### config.mk
export PLATFORM = sky130hd
export DESIGN_NAME = alu_rs_scheduler
export DESIGN_NICKNAME = d
export VERILOG_FILES = /design/src/rtl/alu_rs_scheduler_pkg.sv /design/src/rtl/alu_rs_scheduler_rs_prio_select.sv /design/src/rtl/alu_rs_scheduler.sv
export SDC_FILE = /design/constraint.sdc
export NUM_CORES = 2
export LEC_CHECK = 0
export CORE_MARGIN = 5
export CORE_UTILIZATION = 35
export CTS_BUF_LIST = sky130_fd_sc_hd__clkbuf_4 sky130_fd_sc_hd__clkbuf_8
export CTS_CLUSTER_SIZE = 30
export DETAILED_ROUTE_END_ITERATION = 10
export PLACE_DENSITY_LB_ADDON = 0.3
export REMOVE_ABC_BUFFERS = 1
export SYNTH_ARGS = -nofsm -noshare
export SYNTH_HDL_FRONTEND = slang
export SYNTH_HIERARCHICAL = 1
export SYNTH_SLANG_ARGS = --single-unit
### constraint.sdc
create_clock -name clk -period 9.4 [get_ports clk]
set_clock_uncertainty 0.15 [all_clocks]
set_input_delay 0.94 -clock clk [delete_from_list [all_inputs] [get_ports clk]]
set_output_delay 0.94 -clock clk [all_outputs]
set_load 0.01 [all_outputs]
### src/rtl/alu_rs_scheduler_pkg.sv
// Shared constants for the ALU reservation station and issue scheduler.
// Holds operand/tag/opcode widths and the idle (zero) encodings for each.
package alu_rs_scheduler_pkg;

    localparam int RS_OP_W   = 6;
    localparam int RS_TAG_W  = 4;
    localparam int RS_DATA_W = 32;

    localparam logic [RS_OP_W-1:0]   NOP          = '0;
    localparam logic [RS_TAG_W-1:0]  ZERO_TAG_ROB = '0;
    localparam logic [RS_DATA_W-1:0] ZERO_DATA    = '0;

endpackage

### src/rtl/alu_rs_scheduler_rs_prio_select.sv
// Lowest-index priority encoder: turns a request vector into the index of
// its lowest set bit plus a found flag.
// Ports: req (N requests) -> idx (W-bit index), found (any request set).
module rs_prio_select #(
    parameter int N = 16,
    parameter int W = 4
) (
    input  logic [N-1:0] req,
    output logic [W-1:0] idx,
    output logic         found
);

    // Scan high to low so the lowest set bit is the last one written.
    always_comb begin
        idx   = '0;
        found = 1'b0;
        for (int i = N - 1; i >= 0; i--) begin
            if (req[i]) begin
                idx   = i[W-1:0];
                found = 1'b1;
            end
        end
    end

endmodule

### src/rtl/alu_rs_scheduler.sv
// Reservation station for the ALU: accepts dispatched ops, wakes operands
// from the ALU/LSB broadcasts, issues the lowest ready entry each cycle.
// Ports: clk, rst (async high), rdy (global stall when low), in_clear (flush),
//   in_disp_* (dispatch bundle), in_{alu,lsb}_cdb_{tag,val} (broadcasts),
//   out_full (no free entry), out_* (registered issue bundle to the ALU).
module alu_rs_scheduler
    import alu_rs_scheduler_pkg::*;
#(
    parameter int RS_SIZE = 16,
    parameter int IDX_W   = 4,
    parameter int TAG_W   = RS_TAG_W,
    parameter int OP_W    = RS_OP_W,
    parameter int DATA_W  = RS_DATA_W
) (
    input  logic              clk,
    input  logic              rst,
    input  logic              rdy,
    input  logic              in_clear,
    input  logic              in_disp_valid,
    input  logic [OP_W-1:0]   in_disp_op,
    input  logic [DATA_W-1:0] in_disp_v1,
    input  logic [DATA_W-1:0] in_disp_v2,
    input  logic [TAG_W-1:0]  in_disp_q1,
    input  logic [TAG_W-1:0]  in_disp_q2,
    input  logic [DATA_W-1:0] in_disp_imm,
    input  logic [DATA_W-1:0] in_disp_pc,
    input  logic [TAG_W-1:0]  in_disp_tag,
    input  logic [TAG_W-1:0]  in_alu_cdb_tag,
    input  logic [DATA_W-1:0] in_alu_cdb_val,
    input  logic [TAG_W-1:0]  in_lsb_cdb_tag,
    input  logic [DATA_W-1:0] in_lsb_cdb_val,
    output logic              out_full,
    output logic [OP_W-1:0]   out_op,
    output logic [DATA_W-1:0] out_v1,
    output logic [DATA_W-1:0] out_v2,
    output logic [DATA_W-1:0] out_imm,
    output logic [DATA_W-1:0] out_pc,
    output logic [TAG_W-1:0]  out_rob_tag
);

    logic [RS_SIZE-1:0] busy;
    logic [RS_SIZE-1:0] ready;
    logic [RS_SIZE-1:0] free;

    logic [OP_W-1:0]   ent_op  [RS_SIZE];
    logic [DATA_W-1:0] ent_v1  [RS_SIZE];
    logic [DATA_W-1:0] ent_v2  [RS_SIZE];
    logic [TAG_W-1:0]  ent_q1  [RS_SIZE];
    logic [TAG_W-1:0]  ent_q2  [RS_SIZE];
    logic [DATA_W-1:0] ent_imm [RS_SIZE];
    logic [DATA_W-1:0] ent_pc  [RS_SIZE];
    logic [TAG_W-1:0]  ent_tag [RS_SIZE];

    logic [IDX_W-1:0]  free_idx;
    logic              free_found;
    logic [IDX_W-1:0]  iss_idx;
    logic              iss_found;

    logic [DATA_W-1:0] disp_v1;
    logic [DATA_W-1:0] disp_v2;
    logic [TAG_W-1:0]  disp_q1;
    logic [TAG_W-1:0]  disp_q2;
    logic              do_disp;
    logic              live;

    assign live     = rdy && !in_clear;
    assign free     = ~busy;
    assign out_full = &busy;
    assign do_disp  = live && in_disp_valid && free_found;

    always_comb begin
        for (int i = 0; i < RS_SIZE; i++) begin
            ready[i] = busy[i] && (ent_q1[i] == '0) && (ent_q2[i] == '0);
        end
    end

    rs_prio_select #(.N(RS_SIZE), .W(IDX_W)) u_free_sel (
        .req   (free),
        .idx   (free_idx),
        .found (free_found)
    );

    rs_prio_select #(.N(RS_SIZE), .W(IDX_W)) u_issue_sel (
        .req   (ready),
        .idx   (iss_idx),
        .found (iss_found)
    );

    // Same-cycle broadcast bypass for dispatched operands; ALU CDB wins.
    always_comb begin
        disp_v1 = in_disp_v1;
        disp_q1 = in_disp_q1;
        disp_v2 = in_disp_v2;
        disp_q2 = in_disp_q2;
        if (in_disp_q1 != '0) begin
            if (in_disp_q1 == in_alu_cdb_tag) begin
                disp_v1 = in_alu_cdb_val;
                disp_q1 = '0;
            end else if (in_disp_q1 == in_lsb_cdb_tag) begin
                disp_v1 = in_lsb_cdb_val;
                disp_q1 = '0;
            end
        end
        if (in_disp_q2 != '0) begin
            if (in_disp_q2 == in_alu_cdb_tag) begin
                disp_v2 = in_alu_cdb_val;
                disp_q2 = '0;
            end else if (in_disp_q2 == in_lsb_cdb_tag) begin
                disp_v2 = in_lsb_cdb_val;
                disp_q2 = '0;
            end
        end
    end

    // Payload is qualified by busy, so it needs no reset.
    always_ff @(posedge clk) begin
        if (live) begin
            for (int i = 0; i < RS_SIZE; i++) begin
                if (busy[i] && ent_q1[i] != '0) begin
                    if (ent_q1[i] == in_alu_cdb_tag) begin
                        ent_v1[i] <= in_alu_cdb_val;
                        ent_q1[i] <= '0;
                    end else if (ent_q1[i] == in_lsb_cdb_tag) begin
                        ent_v1[i] <= in_lsb_cdb_val;
                        ent_q1[i] <= '0;
                    end
                end
                if (busy[i] && ent_q2[i] != '0) begin
                    if (ent_q2[i] == in_alu_cdb_tag) begin
                        ent_v2[i] <= in_alu_cdb_val;
                        ent_q2[i] <= '0;
                    end else if (ent_q2[i] == in_lsb_cdb_tag) begin
                        ent_v2[i] <= in_lsb_cdb_val;
                        ent_q2[i] <= '0;
                    end
                end
            end
            // The free slot is never busy, so no wake-up touches it.
            if (do_disp) begin
                ent_op[free_idx]  <= in_disp_op;
                ent_v1[free_idx]  <= disp_v1;
                ent_q1[free_idx]  <= disp_q1;
                ent_v2[free_idx]  <= disp_v2;
                ent_q2[free_idx]  <= disp_q2;
                ent_imm[free_idx] <= in_disp_imm;
                ent_pc[free_idx]  <= in_disp_pc;
                ent_tag[free_idx] <= in_disp_tag;
            end
        end
    end

    always_ff @(posedge clk or posedge rst) begin
        if (rst) begin
            busy        <= '0;
            out_op      <= NOP;
            out_v1      <= ZERO_DATA;
            out_v2      <= ZERO_DATA;
            out_imm     <= ZERO_DATA;
            out_pc      <= ZERO_DATA;
            out_rob_tag <= ZERO_TAG_ROB;
        end else if (rdy) begin
            if (in_clear) begin
                busy   <= '0;
                out_op <= NOP;
            end else begin
                if (iss_found) begin
                    busy[iss_idx] <= 1'b0;
                    out_op        <= ent_op[iss_idx];
                    out_v1        <= ent_v1[iss_idx];
                    out_v2        <= ent_v2[iss_idx];
                    out_imm       <= ent_imm[iss_idx];
                    out_pc        <= ent_pc[iss_idx];
                    out_rob_tag   <= ent_tag[iss_idx];
                end else begin
                    out_op <= NOP;
                end
                // Free slot comes from pre-edge busy, never the issuing one.
                if (do_disp) begin
                    busy[free_idx] <= 1'b1;
                end
            end
        end
    end

endmodule

==> summary.md <==
| Metric | Value |
|---|---|
| Largest area contributor in the netlist | `edfxtp_1` |
| Fillers | `32100` |
| Most used cell, CP | `buf_4` |
| FF-to-FF setup slack | `3.73 ns` |
| Period utilisation layout | `60.3%` |
| Port-buffer cells | `361` |
| Layout cells sized above 1 | `20.2%` |
| Pwr per Cell Area | `175 nW/um2` |
| Worst-Margin Slew | `1.29 ns` |
| Vias in the first global route | `77000` |
| Setup Crit Path Kind | `reg2reg` |
| Mapped Area | `123000 um2` |
| Final wirelength | `417000 um` |
| Crit path cell chain | `or4_1, nor3_1, nor4_2, a21oi_1, or2_4, buf_4, buf_4, a2bb2oi_1, o21ai_0` |
| Nets | `8054` |
| Status | `finished clean` |
| H-Tree Level Count | `5` |
| Core Area | `352000 um2` |
| Fin. Hold Viols | `0` |
| CTS buffer count | `407` |
| CP Data Arrival Time | `6.36 ns` |
| Post-Synthesis Cells | `7699` |
| Final instance area | `139000 um2` |
| Max Cap Viol | `0` |
| Most common flop cell mapped by yosys | `edfxtp_1` |
| Multi-input gate area | `45200 um2` |
| Dpl cell area | `131000 um2` |
| CTS resizes | `0` |
| Die Width | `604 um` |
| Normalized max-slew margin | `13.8%` |
| Area growth syn-to-layout | `12.8%` |
| Register area | `74000 um2` |
| Global-route wire length before repair | `585000 um` |
| Setup crit end kind | `register` |
| Placed insts | `12000` |
| Clock Tree Root | `clkbuf_8` |
| Fmax | `176 MHz` |
| Post-synth top area share | `56.9%` |
| Register bit count reported by yosys | `2490` |
| Antenna violations before repair | `41` |
| TritonCTS clock tree | `done` |
| Worst Path Max Fanout | `52` |
| Largest net degree at the start of global routing | `141` |
| Die height | `604 um` |
| Final setup viols | `0` |
| Critical Path RT | `10.09 ns` |
| Leak | `57.6 nW` |
| Slowest cell delay on critical path | `0.82 ns` |
| Slew Limit Fails | `0` |
| Critical path launch point type | `register` |
| Post-DRT Antenna Nets | `0` |
| Crit path buf inv count | `2` |
| Pre-antenna DRT Iters | `8` |
| CTS Hold Bufs | `0` |
| Mean Syn Cell Area | `16.0 um2` |
| Via count | `75400` |
| Seq/Total Area, Yosys | `60.0%` |
| Warnings, synthesis | `6` |
| Die Area | `365000 um2` |
| Setup TNS Final | `0 ns` |
| Async SR Flop Fraction | `6.18%` |
| FP Rows | `218` |
| Routed wire per std cell | `32.6 um` |
| Via/cell ratio | `5.88` |
| CTS max path bufs | `4` |
| DRC Markers | `0` |
| I/O pins | `362` |
| Top post-synthesis cells by area | `edfxtp_1 57%, mux2i_1 19%, mux4_2 10%` |
| Final Core Density | `39.5%` |
| Worst vdd ir | `107 uV` |
| Hold Path Class | `in2async` |
| Worst path slowest cell | `buf_4` |
| Clock slew at reported path FFs | `0.07 ns` |
| Tmin final | `5.67 ns` |
| Overflow after GRT | `0` |
| Aggregate global-route resource usage | `22.2%` |
| Routability cong. | `0.850` |
| CP top delay family | `simple AND/OR/NAND/NOR gates` |
| Initial DRC count | `8479` |
| Initial Util | `35.1%` |
| RSZ-0062 raised after global routing | `no` |
| Post-CTS Setup Bufs | `0` |
| Worst skew pair latency | `1.03 ns` |
| Post-DP HPWL | `223000 um` |
| Clock sinks | `2490` |
| Library cells used by synthesis | `45` |
| EDFF count, synth | `2336` |
| Non-Filler Instances | `12800` |
## metal layers
layer | up-vias | GRT usage, % | part of all wire [%]
met1 | 40100 | 29.6 | 41
met5 | - | 0 | 0.022
met3 | 881 | 4.23 | 8.2
met2 | 3836 | 36.3 | 47
li1 | 30500 | - | -
met4 | 14 | 7.86 | 3.9
## where the power goes
| part | internal, mW | switching (mW) | total (mW) | leakage, nW |
|---|---|---|---|---|
| Sequential | 12.3 | 0.180 | 12.5 | 23.0 |
| Clock | 5.38 | 4.53 | 9.91 | 4.49 |
| Combinational | 0.754 | 1.16 | 1.92 | 30.2 |
## cell usage in the layout, fill, tap and decap left out, drive strengths merged, types with 5 or more instances in the layout
cell           count
edfxtp          2336
mux2i           2324
clkbuf           646
mux4             552
clkdlybuf4s50    347
nor2             277
xor2             256
buf              255
o21ai            182
dfrtp            154
a2bb2oi          132
or4               98
nand2             89
a21oi             81
clkinv            81
nor4              71
o211ai            64
inv               48
and3              34
nand3b            32
nor3              22
xnor2             16
diode             14
nand4             13
clkinvlp           8
nand3              8
nor2b              7
o221ai             6
bufinv             6
a31oi              5
## metrics by stage
| stage | hold slack (ns) | power (mW) | setup WS [ns] |
|---|---|---|---|
| floorplan | 0.342 | 13.7 | -39.00 |
| detailed placement | 0.337 | 14.6 | 3.55 |
| finish | 0.332 | 24.3 | 3.73 |
| global route | 0.276 | 25.1 | 3.64 |
| global placement | 0.334 | 14.6 | 3.67 |
| CTS | 0.249 | 24.5 | 3.90 |
## registers in the layout, indices dropped and copies added, names as in the netlist
register,count
busy,16
ent_pc,512
ent_q2,64
out_v1,32
ent_v1,512
out_v2,32
ent_imm,512
ent_tag,64
ent_q1,64
out_imm,32
ent_op,96
out_rob_tag,4
out_pc,32
ent_v2,512
out_op,6
## path summary, 6_finish.rpt
check	startpoint	cells past startpoint	endpoint
min reg2reg	out_v2[3]	2	out_v2[3]
min in group clk	in_alu_cdb_val[3]	3	ent_v2[2][3]
max in group asynchronous	rst	3	out_op[3]
max reg2reg	ent_q2[4][0]	9	out_pc[28]
min	rst	2	out_v2[10]
max	ent_q2[4][0]	9	out_pc[28]
## logic make-up (layout without fill, tap and decap cells)
family	Yosys count	after routing	share of synthesized area [%]
multiplexers	2876	2876	28.9
AND/OR/NAND/NOR	664	664	2.79
flip-flops	2490	2490	60.0
XOR/XNOR	272	272	1.93
AO/OA/AOI/OAI	478	478	2.78
other	0	14	0
buffers and inverters	919	1391	3.60
## cell usage after synthesis (all sizes together) (6+ instances only)
cell,number
nand4,13
edfxtp,2336
nor2,277
nand3,8
o21ai,182
nand2,89
buf,391
o221ai,6
inv,40
and3,34
nor4,71
a2bb2oi,132
dfrtp,154
mux2i,2324
a21oi,81
nor3,22
or4,98
xor2,256
mux4,552
clkbuf,488
nor2b,7
o211ai,64
xnor2,16
nand3b,32
## cell type report
class	instances	share of cell area (%)
repair buffers	602	3.96
inverters	40	0.144
diodes	14	0.0252
well taps	4620	4.15
flip-flops and latches	2490	53.2
multi-input cells	4290	32.5
clock inverters	103	0.478
clock buffers	646	5.57
(Power assumes the default switching activity.)
